$ cat src/rtl/spi_ram_ctrl.sv
`default_nettype none
// ============================================================================
// Module   : spi_ram_ctrl
// Purpose  : Command-driven single-port RAM controller. Each accepted input
//            word carries a 2-bit command and a payload. The commands load
//            the write address, write data, load the read address and read
//            data. Bad commands produce a one-cycle err pulse.
// Ports    : clk      - sole clock, all logic on posedge
//            rst      - asynchronous active-high reset
//            din      - {cmd[1:0], payload[PAY_W-1:0]}
//            rx_valid - din qualifier, one command per cycle when high
//            dout     - registered read data, held while tx_valid is low
//            tx_valid - one-cycle strobe marking a fresh dout word
//            err      - one-cycle strobe for a protocol or range error
// Revision : 1.0 - initial release
// ============================================================================
module spi_ram_ctrl #(
   parameter int PAY_W     = 8,
   parameter int MEM_DEPTH = 256,
   parameter int AUTO_INC  = 1
) (
   input  logic             clk,
   input  logic             rst,
   input  logic [PAY_W+1:0] din,
   input  logic             rx_valid,
   output logic [PAY_W-1:0] dout,
   output logic             tx_valid,
   output logic             err
);

   localparam logic [1:0]       c_cmd_wa   = 2'b00;
   localparam logic [1:0]       c_cmd_wd   = 2'b01;
   localparam logic [1:0]       c_cmd_ra   = 2'b10;
   localparam logic [1:0]       c_cmd_rd   = 2'b11;
   // One extra bit so that MEM_DEPTH == 2**PAY_W is representable.
   localparam logic [PAY_W:0]   c_depth    = (PAY_W+1)'(MEM_DEPTH);
   localparam logic [PAY_W-1:0] c_last     = PAY_W'(MEM_DEPTH - 1);
   localparam logic [PAY_W-1:0] c_one      = PAY_W'(1);

   logic [PAY_W-1:0] mem_q [0:MEM_DEPTH-1];

   logic [PAY_W-1:0] wr_addr_q, wr_addr_d;
   logic [PAY_W-1:0] rd_addr_q, rd_addr_d;
   logic             wa_vld_q,  wa_vld_d;
   logic             ra_vld_q,  ra_vld_d;
   logic [PAY_W-1:0] dout_q,    dout_d;
   logic             tx_valid_q, tx_valid_d;
   logic             err_q,     err_d;

   logic [1:0]       w_cmd;
   logic [PAY_W-1:0] w_pay;
   logic             w_in_range;
   logic             w_mem_we;
   logic [PAY_W-1:0] w_wr_nxt;
   logic [PAY_W-1:0] w_rd_nxt;

   assign w_cmd      = din[PAY_W+1:PAY_W];
   assign w_pay      = din[PAY_W-1:0];
   assign w_in_range = ({1'b0, w_pay} < c_depth);

   // Post-access address update: wrap at the last legal word, or hold.
   generate
      if (AUTO_INC != 0) begin : g_inc_on
         assign w_wr_nxt = (wr_addr_q == c_last) ? '0 : (wr_addr_q + c_one);
         assign w_rd_nxt = (rd_addr_q == c_last) ? '0 : (rd_addr_q + c_one);
      end else begin : g_inc_off
         assign w_wr_nxt = wr_addr_q;
         assign w_rd_nxt = rd_addr_q;
      end
   endgenerate

   always_comb begin
      wr_addr_d  = wr_addr_q;
      rd_addr_d  = rd_addr_q;
      wa_vld_d   = wa_vld_q;
      ra_vld_d   = ra_vld_q;
      dout_d     = dout_q;
      tx_valid_d = 1'b0;
      err_d      = 1'b0;
      w_mem_we   = 1'b0;
      if (rx_valid) begin
         case (w_cmd)
            c_cmd_wa: begin
               if (w_in_range) begin
                  wr_addr_d = w_pay;
                  wa_vld_d  = 1'b1;
               end else begin
                  wa_vld_d  = 1'b0;
                  err_d     = 1'b1;
               end
            end
            c_cmd_wd: begin
               if (wa_vld_q) begin
                  w_mem_we  = 1'b1;
                  wr_addr_d = w_wr_nxt;
               end else begin
                  err_d     = 1'b1;
               end
            end
            c_cmd_ra: begin
               if (w_in_range) begin
                  rd_addr_d = w_pay;
                  ra_vld_d  = 1'b1;
               end else begin
                  ra_vld_d  = 1'b0;
                  err_d     = 1'b1;
               end
            end
            default: begin // c_cmd_rd; payload is ignored
               if (ra_vld_q) begin
                  dout_d     = mem_q[rd_addr_q];
                  tx_valid_d = 1'b1;
                  rd_addr_d  = w_rd_nxt;
               end else begin
                  err_d      = 1'b1;
               end
            end
         endcase
      end
   end

   always_ff @(posedge clk or posedge rst) begin
      if (rst) begin
         wr_addr_q  <= '0;
         rd_addr_q  <= '0;
         wa_vld_q   <= 1'b0;
         ra_vld_q   <= 1'b0;
         dout_q     <= '0;
         tx_valid_q <= 1'b0;
         err_q      <= 1'b0;
      end else begin
         wr_addr_q  <= wr_addr_d;
         rd_addr_q  <= rd_addr_d;
         wa_vld_q   <= wa_vld_d;
         ra_vld_q   <= ra_vld_d;
         dout_q     <= dout_d;
         tx_valid_q <= tx_valid_d;
         err_q      <= err_d;
      end
   end

   // Storage is deliberately not reset; a write is blocked while rst is high
   // so a command racing the reset cannot corrupt memory.
   always_ff @(posedge clk) begin
      if (w_mem_we && !rst) begin
         mem_q[wr_addr_q] <= w_pay;
      end
   end

   assign dout     = dout_q;
   assign tx_valid = tx_valid_q;
   assign err      = err_q;

endmodule
`default_nettype wire

$ cat config.mk
export PLATFORM = sky130hd
export DESIGN_NAME = spi_ram_ctrl
export DESIGN_NICKNAME = d
export VERILOG_FILES = /design/src/rtl/spi_ram_ctrl.sv
export SDC_FILE = /design/constraint.sdc
export NUM_CORES = 2
export LEC_CHECK = 0
export BUFFER_PORTS_ARGS = -buffer_cell sky130_fd_sc_hd__buf_2
export CORE_MARGIN = 1
export CORE_UTILIZATION = 50
export DETAILED_ROUTE_END_ITERATION = 16
export PLACE_DENSITY_LB_ADDON = 0.08
export SLEW_MARGIN = 25
export SYNTH_ARGS = -nofsm -noshare
export SYNTH_HDL_FRONTEND = slang
export SYNTH_SLANG_ARGS = --single-unit
$ cat constraint.sdc
create_clock -name clk -period 3.25 [get_ports clk]
set_input_delay 0.65 -clock clk [delete_from_list [all_inputs] [get_ports clk]]
set_output_delay 0.65 -clock clk [all_outputs]
set_load 0.05 [all_outputs]
==> results.yml <==
run_status:
  status: "complete, no violations"
sta:
  timing.final.setup_violations: 0
  timing.final.max_slew_violations: 0
  timing.hold.ws_ns: 0.100
  worst_clock_skew_ns: 0.0441
  timing.final.ws_setup_ns: 0.0319
  tightestPinTransition_ns: 1.14
  max_freq_mhz: 311
  maxSlewHeadroom: 0.240
  post-route-min-period_ns: 3.22
  timing.final.crit_share: 0.990
  setup-tns-final_ns: 0
  final_hold_violation_count: 0
synthesis:
  synth_cells: 3834
  postSynthNetCount: 3852
  yosys.cell_count.top_type: "sky130_fd_sc_hd__edfxtp_1"
  synth-seq-cells: 2076
  yosys.area.top_type_share: 0.758
  post_synth_instance_area_um2: 81100
  yosys_warnings: 0
  synth_ff_type: "sky130_fd_sc_hd__edfxtp_1"
  synthTopCellsByCount: "2048 x sky130_fd_sc_hd__edfxtp_1, 506 x sky130_fd_sc_hd__mux4_2, 329 x sky130_fd_sc_hd__nor2_1"
  count_of_cell_types_in_the_netlist: 66
  synthesis.area_per_instance_um2: 21.2
  synth.yosys.seq_area_share: 0.767
  postSynth.asyncResetShare: 0.0135
  synth.area.top_cells: "sky130_fd_sc_hd__edfxtp_1 76%, sky130_fd_sc_hd__mux4_2 14%, sky130_fd_sc_hd__nor2_1 1.5%"
  synth-edff-count: 2048
  netlist.top_cell.by_area: "sky130_fd_sc_hd__edfxtp_1"
global_routing:
  track_usage: 0.272
  grt.busiest_layer: "met2"
  vias_in_the_first_global_route: 42500
  grt_overflow_total: 0
  antenna_found_initial: 9
  grtUsageMet3: 0.0538
  global_route.usage.met2: 0.429
  pin_count_of_the_biggest_net_entering_global_routing: 115
  grt_pass1_wl_mm: 313
  gr-usage-met1: 0.389
place:
  place_congestion: 0.884
  dp_slack_ns: -0.397
  portBuffers: 22
  place_area_um2: 88100
  hpwlAfterDp_mm: 143
clock_network:
  clock_tree.root_cell: "sky130_fd_sc_hd__clkbuf_16"
  cts.path.max_buffers: 3
  clock_tree.htree_level_count: 4
  clk_latency_ns: 0.86
  clkSinkCount: 2076
  cts-buffers-inserted: 209
  tritoncts: "yes"
  clkSlewWorstSetupHoldPaths_ns: 0.06
detailed_routing:
  totalWireLength_mm: 220
  drt-pass1-iter-count: 9
  postRouteAntennaNets: 0
  drt_iter0_markers: 4633
  drc: 0
  via_per_inst: 6.19
  route.detailed.wl_per_inst_um: 32.4
  detailroute.via_count: 42000
floorplanning:
  core_area_um2: 161000
  floorplan.initialDensity: 0.505
  die-area_um2: 164000
  dieHeight_um: 405
  floorplan.rows: 147
  ioPinCount: 23
  die-width_um: 405
setup_path:
  timing_worst_setup_path_type: "register to register"
  worst_path_max_delay_cell: "sky130_fd_sc_hd__mux4_1"
  timing.critical_path.required_ns: 3.97
  critPathMaxStageDelay_ns: 0.56
  critical_path_endpoint_category: "register"
  critPathLaunchType: "register"
  critical_path.cell_chain: "buf_12 -> buf_12 -> buf_12 -> mux4_1 -> mux4_2 -> o21ai_0 -> buf_4 -> nor2_1 -> a2111oi_4 -> a31oi_1"
  cp_data_arrival_time_ns: 3.94
  r2r_setup_slack_ns: 0.03
  critical_path.max_fanout: 11
  critical_path.most_common_cell: "sky130_fd_sc_hd__buf_12"
power:
  ir_worst_vdd_uv: 672
  power.combinational.fraction: 0.202
  intPower_mw: 48.2
  power.switching_mw: 18.2
  power.clock.fraction: 0.349
  power_per_cell_area_nw_per_um2: 700
  power.switching_fraction: 0.274
  p_seq_frac: 0.449
  leakage_nw: 30.8
worst_hold_path:
  worst_hold_path_type: "input port to register"
cells_and_area:
  layout.core_utilization: 0.590
  share_of_post_route_cells_with_drive_strength_above_1: 0.319
  area_delta_synth_final_pct: 17.0
  layout.nets: 4471
  finished_cell_area_um2: 94900
job:
  count_of_max_cap_constraint_violations: 0
[flip-flops by register name, indices dropped and copies added, names as in the netlist]
name / cells
wa_vld_q: 1
tx_valid: 1
rd_addr_q: 8
err: 1
ra_vld_q: 1
dout: 8
mem_q: 2048
wr_addr_q: 8
[layout by cell type, fill, tap and decap left out, types with 15 or more instances in the layout]
| master | count |
|---|---|
| sky130_fd_sc_hd__clkinv_2 | 42 |
| sky130_fd_sc_hd__mux2i_1 | 102 |
| sky130_fd_sc_hd__o21ai_0 | 53 |
| sky130_fd_sc_hd__nand3_1 | 31 |
| sky130_fd_sc_hd__nand2_1 | 142 |
| sky130_fd_sc_hd__buf_12 | 67 |
| sky130_fd_sc_hd__clkbuf_16 | 212 |
| sky130_fd_sc_hd__o22ai_1 | 38 |
| sky130_fd_sc_hd__nor3_1 | 19 |
| sky130_fd_sc_hd__clkinv_1 | 49 |
| sky130_fd_sc_hd__a21oi_1 | 53 |
| sky130_fd_sc_hd__mux2_2 | 21 |
| sky130_fd_sc_hd__nor2_1 | 327 |
| sky130_fd_sc_hd__bufinv_16 | 16 |
| sky130_fd_sc_hd__buf_4 | 529 |
| sky130_fd_sc_hd__dfrtp_1 | 23 |
| sky130_fd_sc_hd__mux4_1 | 21 |
| sky130_fd_sc_hd__mux4_2 | 506 |
| sky130_fd_sc_hd__clkbuf_1 | 40 |
| sky130_fd_sc_hd__buf_2 | 15 |
| sky130_fd_sc_hd__edfxtp_1 | 2048 |
[power groups by stage]
stage	sequential (mW)	clock [mW]	combinational, mW
floorplan	30.3	0	7.15
global placement	30.4	0	13.1
detailed placement	30.4	0	13.2
CTS	29.8	23.6	13.4
global route	29.8	24.5	13.9
finish	29.8	23.2	13.4
[timing repair]
action / CTS / global route
setup endpoints to repair: 8 / 6
hold buffers: 1 / 0
cloned: 0 / 2
endpoints found under the hold margin: 11 / 0
pin swaps: 0 / 1
resized for setup: 16 / 12
setup buffers: 3 / 1
[through the flow]
step / cells / total power, mW
2_1_floorplan: 3834 / 37.5
3_3_place_gp: 6394 / 43.5
3_5_place_dp: 6394 / 43.6
4_1_cts: 6772 / 66.8
5_1_grt: 6776 / 68.3
6_report: 6777 / 66.4
[metal layers]
metal / routed length (um) / share of wire / up-vias
met2: 105000 / 0.48 / 1969
met3: 19000 / 0.086 / 365
met5: 39 / 0.00018 / -
met1: 89600 / 0.41 / 22400
met4: 6570 / 0.030 / 6
li1: - / - / 17200
[path summary, 6_finish.rpt]
path,cells after the start,end,from
min,3,err,din[8]
max in group asynchronous,4,dout[3],rst
min in group asynchronous,3,rd_addr_q[0],rst
max reg2reg,10,dout[5],rd_addr_q[0]
min reg2reg,1,err,wa_vld_q
max,10,dout[5],rd_addr_q[0]
[critical path: cells and delay by family (launching register included)]
kind	cells	cell delay, ns
AO/OA/AOI/OAI	3	0.69
buffers and inverters	4	0.67
flip-flops	1	0.45
multiplexers	2	1.10
AND/OR/NAND/NOR	1	0.13
[cell families after synthesis]
logic type | synth area share
adder cells (fa/ha/maj) | 0.000771
flip-flops | 0.767
AO/OA/AOI/OAI | 0.0225
AND/OR/NAND/NOR | 0.0308
multiplexers | 0.163
buffers and inverters | 0.0161
[layout make-up]
| type | instances | area, um^2 |
|---|---|---|
| Inverter | 13 | 52.6 |
| Tap cell | 2160 | 2700 |
| Sequential cell | 2076 | 62200 |
| Antenna cell | 1 | 2.50 |
| Fill cell | 11700 | 65900 |
| Clock buffer | 250 | 5410 |
| Timing Repair Buffer | 627 | 5660 |
| Clock inverter | 124 | 1160 |
| Multi-Input combinational cell | 1526 | 17700 |
Power figures use the tool's default switching activity.
